[src/rtl/uart_tx_fifo_if.sv]
// Host-side and transmitter-side signals of the UART transmit buffer.
// master = host/transmitter environment, slave = the buffer itself.
interface uart_tx_fifo_if #(
  parameter int ADDR_W = 4
);
  logic              enable;
  logic              wr_en;
  logic [7:0]        wr_data;
  logic              clear_flags;
  logic              tx_busy;
  logic [7:0]        d_in;
  logic              tx_send;
  logic              full;
  logic              empty;
  logic [ADDR_W:0]   count;
  logic              overflow;
  logic              tx_timeout;

  modport master (
    output enable, wr_en, wr_data, clear_flags, tx_busy,
    input  d_in, tx_send, full, empty, count, overflow, tx_timeout
  );

  modport slave (
    input  enable, wr_en, wr_data, clear_flags, tx_busy,
    output d_in, tx_send, full, empty, count, overflow, tx_timeout
  );
endinterface

[src/rtl/uart_tx_fifo.sv]
// Transmit byte FIFO plus send sequencer: holds the head byte until the
// transmitter's busy flag rises, pops it once busy falls again.
module uart_tx_fifo #(
  parameter int DEPTH         = 16,
  parameter int ADDR_W        = 4,
  parameter int START_TIMEOUT = 4096
) (
  input  logic          clock,
  input  logic          reset_uart,
  uart_tx_fifo_if.slave bus
);
  typedef enum logic [1:0] {
    IDLE      = 2'd0,
    SEND      = 2'd1,
    WAIT_DONE = 2'd2
  } state_t;

  state_t            state_reg;
  logic [7:0]        mem [DEPTH];
  logic [ADDR_W-1:0] wr_ptr_reg;
  logic [ADDR_W-1:0] rd_ptr_reg;
  logic [ADDR_W:0]   count_reg;
  logic [15:0]       timer_reg;
  logic [7:0]        d_in_reg;
  logic              tx_send_reg;
  logic              overflow_reg;
  logic              tx_timeout_reg;

  logic full;
  logic empty;
  logic wr_accept;
  logic pop;
  logic timeout_hit;

  // full is decoded from registered count, so a pop on the same edge
  // does not make room for a write.
  assign full        = (count_reg == (ADDR_W+1)'(DEPTH));
  assign empty       = (count_reg == '0);
  assign wr_accept   = bus.wr_en && !full;
  assign pop         = (state_reg == WAIT_DONE) && !bus.tx_busy;
  assign timeout_hit = (state_reg == SEND) && !bus.tx_busy &&
                       (timer_reg == 16'(START_TIMEOUT - 1));

  always_ff @(posedge clock) begin
    if (wr_accept) begin
      mem[wr_ptr_reg] <= bus.wr_data;
    end
  end

  always_ff @(posedge clock or posedge reset_uart) begin
    if (reset_uart) begin
      wr_ptr_reg <= '0;
      rd_ptr_reg <= '0;
      count_reg  <= '0;
    end else begin
      if (wr_accept) wr_ptr_reg <= wr_ptr_reg + 1'b1;
      if (pop)       rd_ptr_reg <= rd_ptr_reg + 1'b1;
      case ({wr_accept, pop})
        2'b10:   count_reg <= count_reg + 1'b1;
        2'b01:   count_reg <= count_reg - 1'b1;
        default: count_reg <= count_reg;
      endcase
    end
  end

  // Sticky flags: a set event on the clearing edge keeps the flag high.
  always_ff @(posedge clock or posedge reset_uart) begin
    if (reset_uart) begin
      overflow_reg   <= 1'b0;
      tx_timeout_reg <= 1'b0;
    end else begin
      overflow_reg   <= (overflow_reg && !bus.clear_flags) || (bus.wr_en && full);
      tx_timeout_reg <= (tx_timeout_reg && !bus.clear_flags) || timeout_hit;
    end
  end

  always_ff @(posedge clock or posedge reset_uart) begin
    if (reset_uart) begin
      state_reg   <= IDLE;
      d_in_reg    <= 8'h00;
      tx_send_reg <= 1'b0;
      timer_reg   <= '0;
    end else begin
      case (state_reg)
        IDLE: begin
          tx_send_reg <= 1'b0;
          if (bus.enable && !empty && !bus.tx_busy) begin
            d_in_reg    <= mem[rd_ptr_reg];
            tx_send_reg <= 1'b1;
            timer_reg   <= '0;
            state_reg   <= SEND;
          end
        end
        SEND: begin
          timer_reg <= timer_reg + 1'b1;
          if (bus.tx_busy) begin
            tx_send_reg <= 1'b0;
            state_reg   <= WAIT_DONE;
          end else if (timeout_hit) begin
            // The head byte is not popped; IDLE retries it.
            tx_send_reg <= 1'b0;
            state_reg   <= IDLE;
          end
        end
        WAIT_DONE: begin
          tx_send_reg <= 1'b0;
          if (!bus.tx_busy) state_reg <= IDLE;
        end
        default: begin
          tx_send_reg <= 1'b0;
          state_reg   <= IDLE;
        end
      endcase
    end
  end

  assign bus.d_in       = d_in_reg;
  assign bus.tx_send    = tx_send_reg;
  assign bus.full       = full;
  assign bus.empty      = empty;
  assign bus.count      = count_reg;
  assign bus.overflow   = overflow_reg;
  assign bus.tx_timeout = tx_timeout_reg;
endmodule
[src/flat_wrapper.sv]
// flat-port wrapper written by rule: the top's interface ports become plain ports
module uart_tx_fifo_flat 
#(
  parameter int DEPTH         = 16,
  parameter int ADDR_W        = 4,
  parameter int START_TIMEOUT = 4096
)
  (clock, reset_uart, bus_enable, bus_wr_en, bus_wr_data, bus_clear_flags, bus_tx_busy, bus_d_in, bus_tx_send, bus_full, bus_empty, bus_count, bus_overflow, bus_tx_timeout);
  uart_tx_fifo_if #(.ADDR_W(ADDR_W)) bus_i ();
  input  logic clock;
  input  logic reset_uart;
  input wire logic [$bits(bus_i.enable)-1:0] bus_enable;
  input wire logic [$bits(bus_i.wr_en)-1:0] bus_wr_en;
  input wire logic [$bits(bus_i.wr_data)-1:0] bus_wr_data;
  input wire logic [$bits(bus_i.clear_flags)-1:0] bus_clear_flags;
  input wire logic [$bits(bus_i.tx_busy)-1:0] bus_tx_busy;
  output wire logic [$bits(bus_i.d_in)-1:0] bus_d_in;
  output wire logic [$bits(bus_i.tx_send)-1:0] bus_tx_send;
  output wire logic [$bits(bus_i.full)-1:0] bus_full;
  output wire logic [$bits(bus_i.empty)-1:0] bus_empty;
  output wire logic [$bits(bus_i.count)-1:0] bus_count;
  output wire logic [$bits(bus_i.overflow)-1:0] bus_overflow;
  output wire logic [$bits(bus_i.tx_timeout)-1:0] bus_tx_timeout;
  assign bus_i.enable = bus_enable;
  assign bus_i.wr_en = bus_wr_en;
  assign bus_i.wr_data = bus_wr_data;
  assign bus_i.clear_flags = bus_clear_flags;
  assign bus_i.tx_busy = bus_tx_busy;
  assign bus_d_in = bus_i.d_in;
  assign bus_tx_send = bus_i.tx_send;
  assign bus_full = bus_i.full;
  assign bus_empty = bus_i.empty;
  assign bus_count = bus_i.count;
  assign bus_overflow = bus_i.overflow;
  assign bus_tx_timeout = bus_i.tx_timeout;
  uart_tx_fifo #(.DEPTH(DEPTH), .ADDR_W(ADDR_W), .START_TIMEOUT(START_TIMEOUT)) u_core (.clock(clock), .reset_uart(reset_uart), .bus(bus_i));
endmodule
[config.mk]
export PLATFORM = sky130hd
export DESIGN_NAME = uart_tx_fifo_flat
export DESIGN_NICKNAME = d
export VERILOG_FILES = /design/src/rtl/uart_tx_fifo_if.sv /design/src/rtl/uart_tx_fifo.sv /design/src/flat_wrapper.sv
export SDC_FILE = /design/constraint.sdc
export NUM_CORES = 1
export LEC_CHECK = 0
export CORE_MARGIN = 2
export CORE_UTILIZATION = 43
export DETAILED_ROUTE_END_ITERATION = 8
export PLACE_DENSITY = 0.59
export SETUP_SLACK_MARGIN = 0.15
export SLEW_MARGIN = 20
export SYNTH_ARGS = -nofsm -noshare
export SYNTH_HDL_FRONTEND = slang
export SYNTH_SLANG_ARGS = --single-unit
export TNS_END_PERCENT = 30
[constraint.sdc]
create_clock -name clock -period 2.6 [get_ports clock]
set_input_delay 0.26 -clock clock [delete_from_list [all_inputs] [get_ports clock]]
set_output_delay 0.26 -clock clock [all_outputs]
set_load 0.01 [all_outputs]
==> results.yml <==
synthesis:
  ys_seq_area_share_pct: 68.7
  synth-seq-cells: 170
  synth_flop_cell: "edfxtp_1"
  yosysTopAreaCellShare_pct: 53.9
  syn_nets: 437
  async_reset_ff_share_pct: 24.7
  ys_types: 59
  avgSynthCellArea_um2: 17.3
  synth_common_cells: "128 x edfxtp_1, 42 x dfrtp_1, 19 x mux4_2, 19 x nor2_1, 18 x nand2_1"
  synth_edf_count: 128
  yosys_warnings: 0
  syn_inst: 413
  synthesis.area_mm2: 0.00713
  synthTopCellsByArea: "edfxtp_1 54%, dfrtp_1 15%, mux4_2 6.0%, mux4_1 4.8%, ha_1 1.8%"
  synth_most_common_cell: "edfxtp_1"
  synth.largest_area_cell: "edfxtp_1"
final_layout:
  nNetsFinal: 492
  antenna-diode-count: 0
  largest_reg_flops: 128
  syn2layout_area_growth_pct: 17.8
  drive_gt1_share_pct: 21.4
sta:
  timing.final.crit_share_pct: 91.9
  rsz0062_at_grt: "true"
  fin_hold_ws_ns: 0.249
  worstMarginPinSlew_ns: 0.650
  finalSetupViolCount: 0
  slew_viol_final: 0
  timing.fmax_mhz: 418
  setup_tns_ns: 0
  final.min_clock_period_ns: 2.39
  hold_viol: 0
  relSlewSlack_pct: 56.6
  fin_skew_ns: 0.0106
critical_path:
  worstPathCellList: "or4_4, nor2_1, clkdlybuf4s50_1"
  r2r-start: "u_core.bus.count[1]"
  r2r_slack_ns: 0.31
  cpPeakStageDelay_ns: 0.60
  regToRegEndpoint: "u_core.bus.count[4]"
  slowest_stage: "or4_4"
  arrival_ns: 2.13
  crit_path_end: "bus_empty"
  start_kind: "flip-flop"
  critPathRequiredTime_ns: 2.34
  worstSetupPathType: "flip-flop to output pin"
  startpoint: "u_core.bus.count[0]"
  end_kind: "output pin"
  cp_max_fo: 6
  r2r_cells: 11
die:
  io_pins: 32
  die_h_um: 133
  start_util_pct: 43.4
  fp.dieArea_mm2: 0.0176
  rows: 47
  die_width_um: 133
  core_area_mm2: 0.0164
global_routing:
  grt_antenna_before_repair: 0
  grt_pass1_vias: 3928
  grt_max_degree: 34
  grt.overflow.total: 0
  grt_use_total_pct: 16.5
  grt_pass1_wl_um: 21700
clocking:
  htree_num_levels: 4
  clk-insertion-delay-late_ns: 0.43
  cts.sinks: 170
  numCtsBuffers: 17
  cts_buffer_depth: 2
  clkTransAtPathRegs_ns: 0.07
  cts-root-buf: "clkbuf_16"
  cts_tree: "built"
placement:
  place_hpwl_um: 8850
  routabilityCongestion: 0.771
  port_buffers: 31
drt:
  firstDrtPassIters: 5
  wirelength_um: 13700
  drt-initial-drc-count: 367
  drc: 0
  ant_nets: 0
  detail_route.vias_per_cell: 5.48
  vias: 3844
  wl_per_cell_um: 19.6
worst_hold_path:
  min_path_type: "primary input to asynchronous set/reset pin"
power_and_ir_drop:
  vdd_drop_max_mv: 0.537
  power_uw: 8440
  p_per_area_mw_per_mm2: 1010
  leakage_uw: 0.00292
status:
  status: "complete, no violations"
run:
  maxCapViolCount: 0
## routing by layer
metal,track usage [%],vias up,part of all wire [%]
li1,-,1761,-
met3,4.52,17,4.3
met5,0,-,0
met4,5.44,0,1.3
met1,21.5,1980,45
met2,27.1,86,50
## worst max-delay path: cells and delay by family, from the launching register on
family                 cells  cell delay, ns
DFF                        1            0.46
buffers and inverters      1            0.54
and+or+nand+nor            2            0.71
## worst min-delay path by stage
stage                     slack [ns]                 start                    end
after floorplan                 0.34           bus_tx_busy  u_core.bus.tx_timeout
after global placement          0.46  u_core.timer_reg[15]   u_core.timer_reg[15]
after detailed placement        0.47  u_core.timer_reg[15]   u_core.timer_reg[15]
after CTS                       0.26            reset_uart   u_core.timer_reg[15]
after global routing            0.30            reset_uart   u_core.rd_ptr_reg[0]
final                           0.25            reset_uart    u_core.timer_reg[4]
## what timing repair did
item,4_1_cts,5_1_grt
hold buffers,0,0
resized for setup,3,2
setup endpoints to repair,2,2
hold endpoints to repair,0,0
setup buffers,1,0
pin swaps,0,1
## cell usage in the layout (no fill, tap or decap), types with 3 or more instances in the layout
master / synthesis / routed
a21oi_1: 15 / 15
a22o_1: 3 / 3
buf_4: 1 / 25
clkbuf_16: 0 / 17
clkdlybuf4s50_1: 0 / 30
clkinv_2: 0 / 3
dfrtp_1: 42 / 38
dfrtp_2: 0 / 4
edfxtp_1: 128 / 128
ha_1: 10 / 8
inv_1: 10 / 9
inv_6: 0 / 6
mux2_2: 10 / 10
mux2i_1: 3 / 3
mux4_1: 13 / 13
mux4_2: 19 / 19
nand2_1: 18 / 18
nand2b_1: 7 / 7
nand3_1: 6 / 6
nand4_1: 4 / 4
nor2_1: 19 / 19
nor3_1: 5 / 5
o211ai_1: 4 / 4
o21ai_0: 8 / 8
o22ai_1: 16 / 16
o31ai_1: 5 / 5
xnor2_1: 8 / 8
xor2_1: 4 / 4
## metrics by stage
step,util [%],cells,setup WS (ns),area [um2]
after global placement,47.5,668,0.296,7790
after CTS,51.1,701,0.168,8380
after global routing,51.2,701,0.132,8400
after floorplan,-,413,0.162,7160
after detailed placement,47.5,668,0.259,7790
final,51.2,701,0.210,8400
## power by group
group	switching [uW]	total [uW]	internal, uW
registers	412	3740	3330
clock network	1080	2520	1440
logic	1040	2180	1140
## layout make-up
cell class	instances	area, um2
multi-input cells	212	2080
clock inverters	15	161
clock buffers	17	425
flip-flops and latches	170	4900
repair buffers	57	517
fillers	1309	8010
well taps	220	275
inverters	10	37.5
## cell families (layout without fill, tap and decap cells)
logic type,Yosys count,count (layout),synth area share [%]
AND/OR/NAND/NOR,76,76,5.88
multiplexers,45,45,12.8
adder cells (fa/ha/maj),10,10,1.76
XOR/XNOR,12,12,1.47
AO/OA/AOI/OAI,69,69,6.94
flip-flops,170,170,68.7
buffers and inverters,31,99,2.48
(Power assumes the default switching activity.)
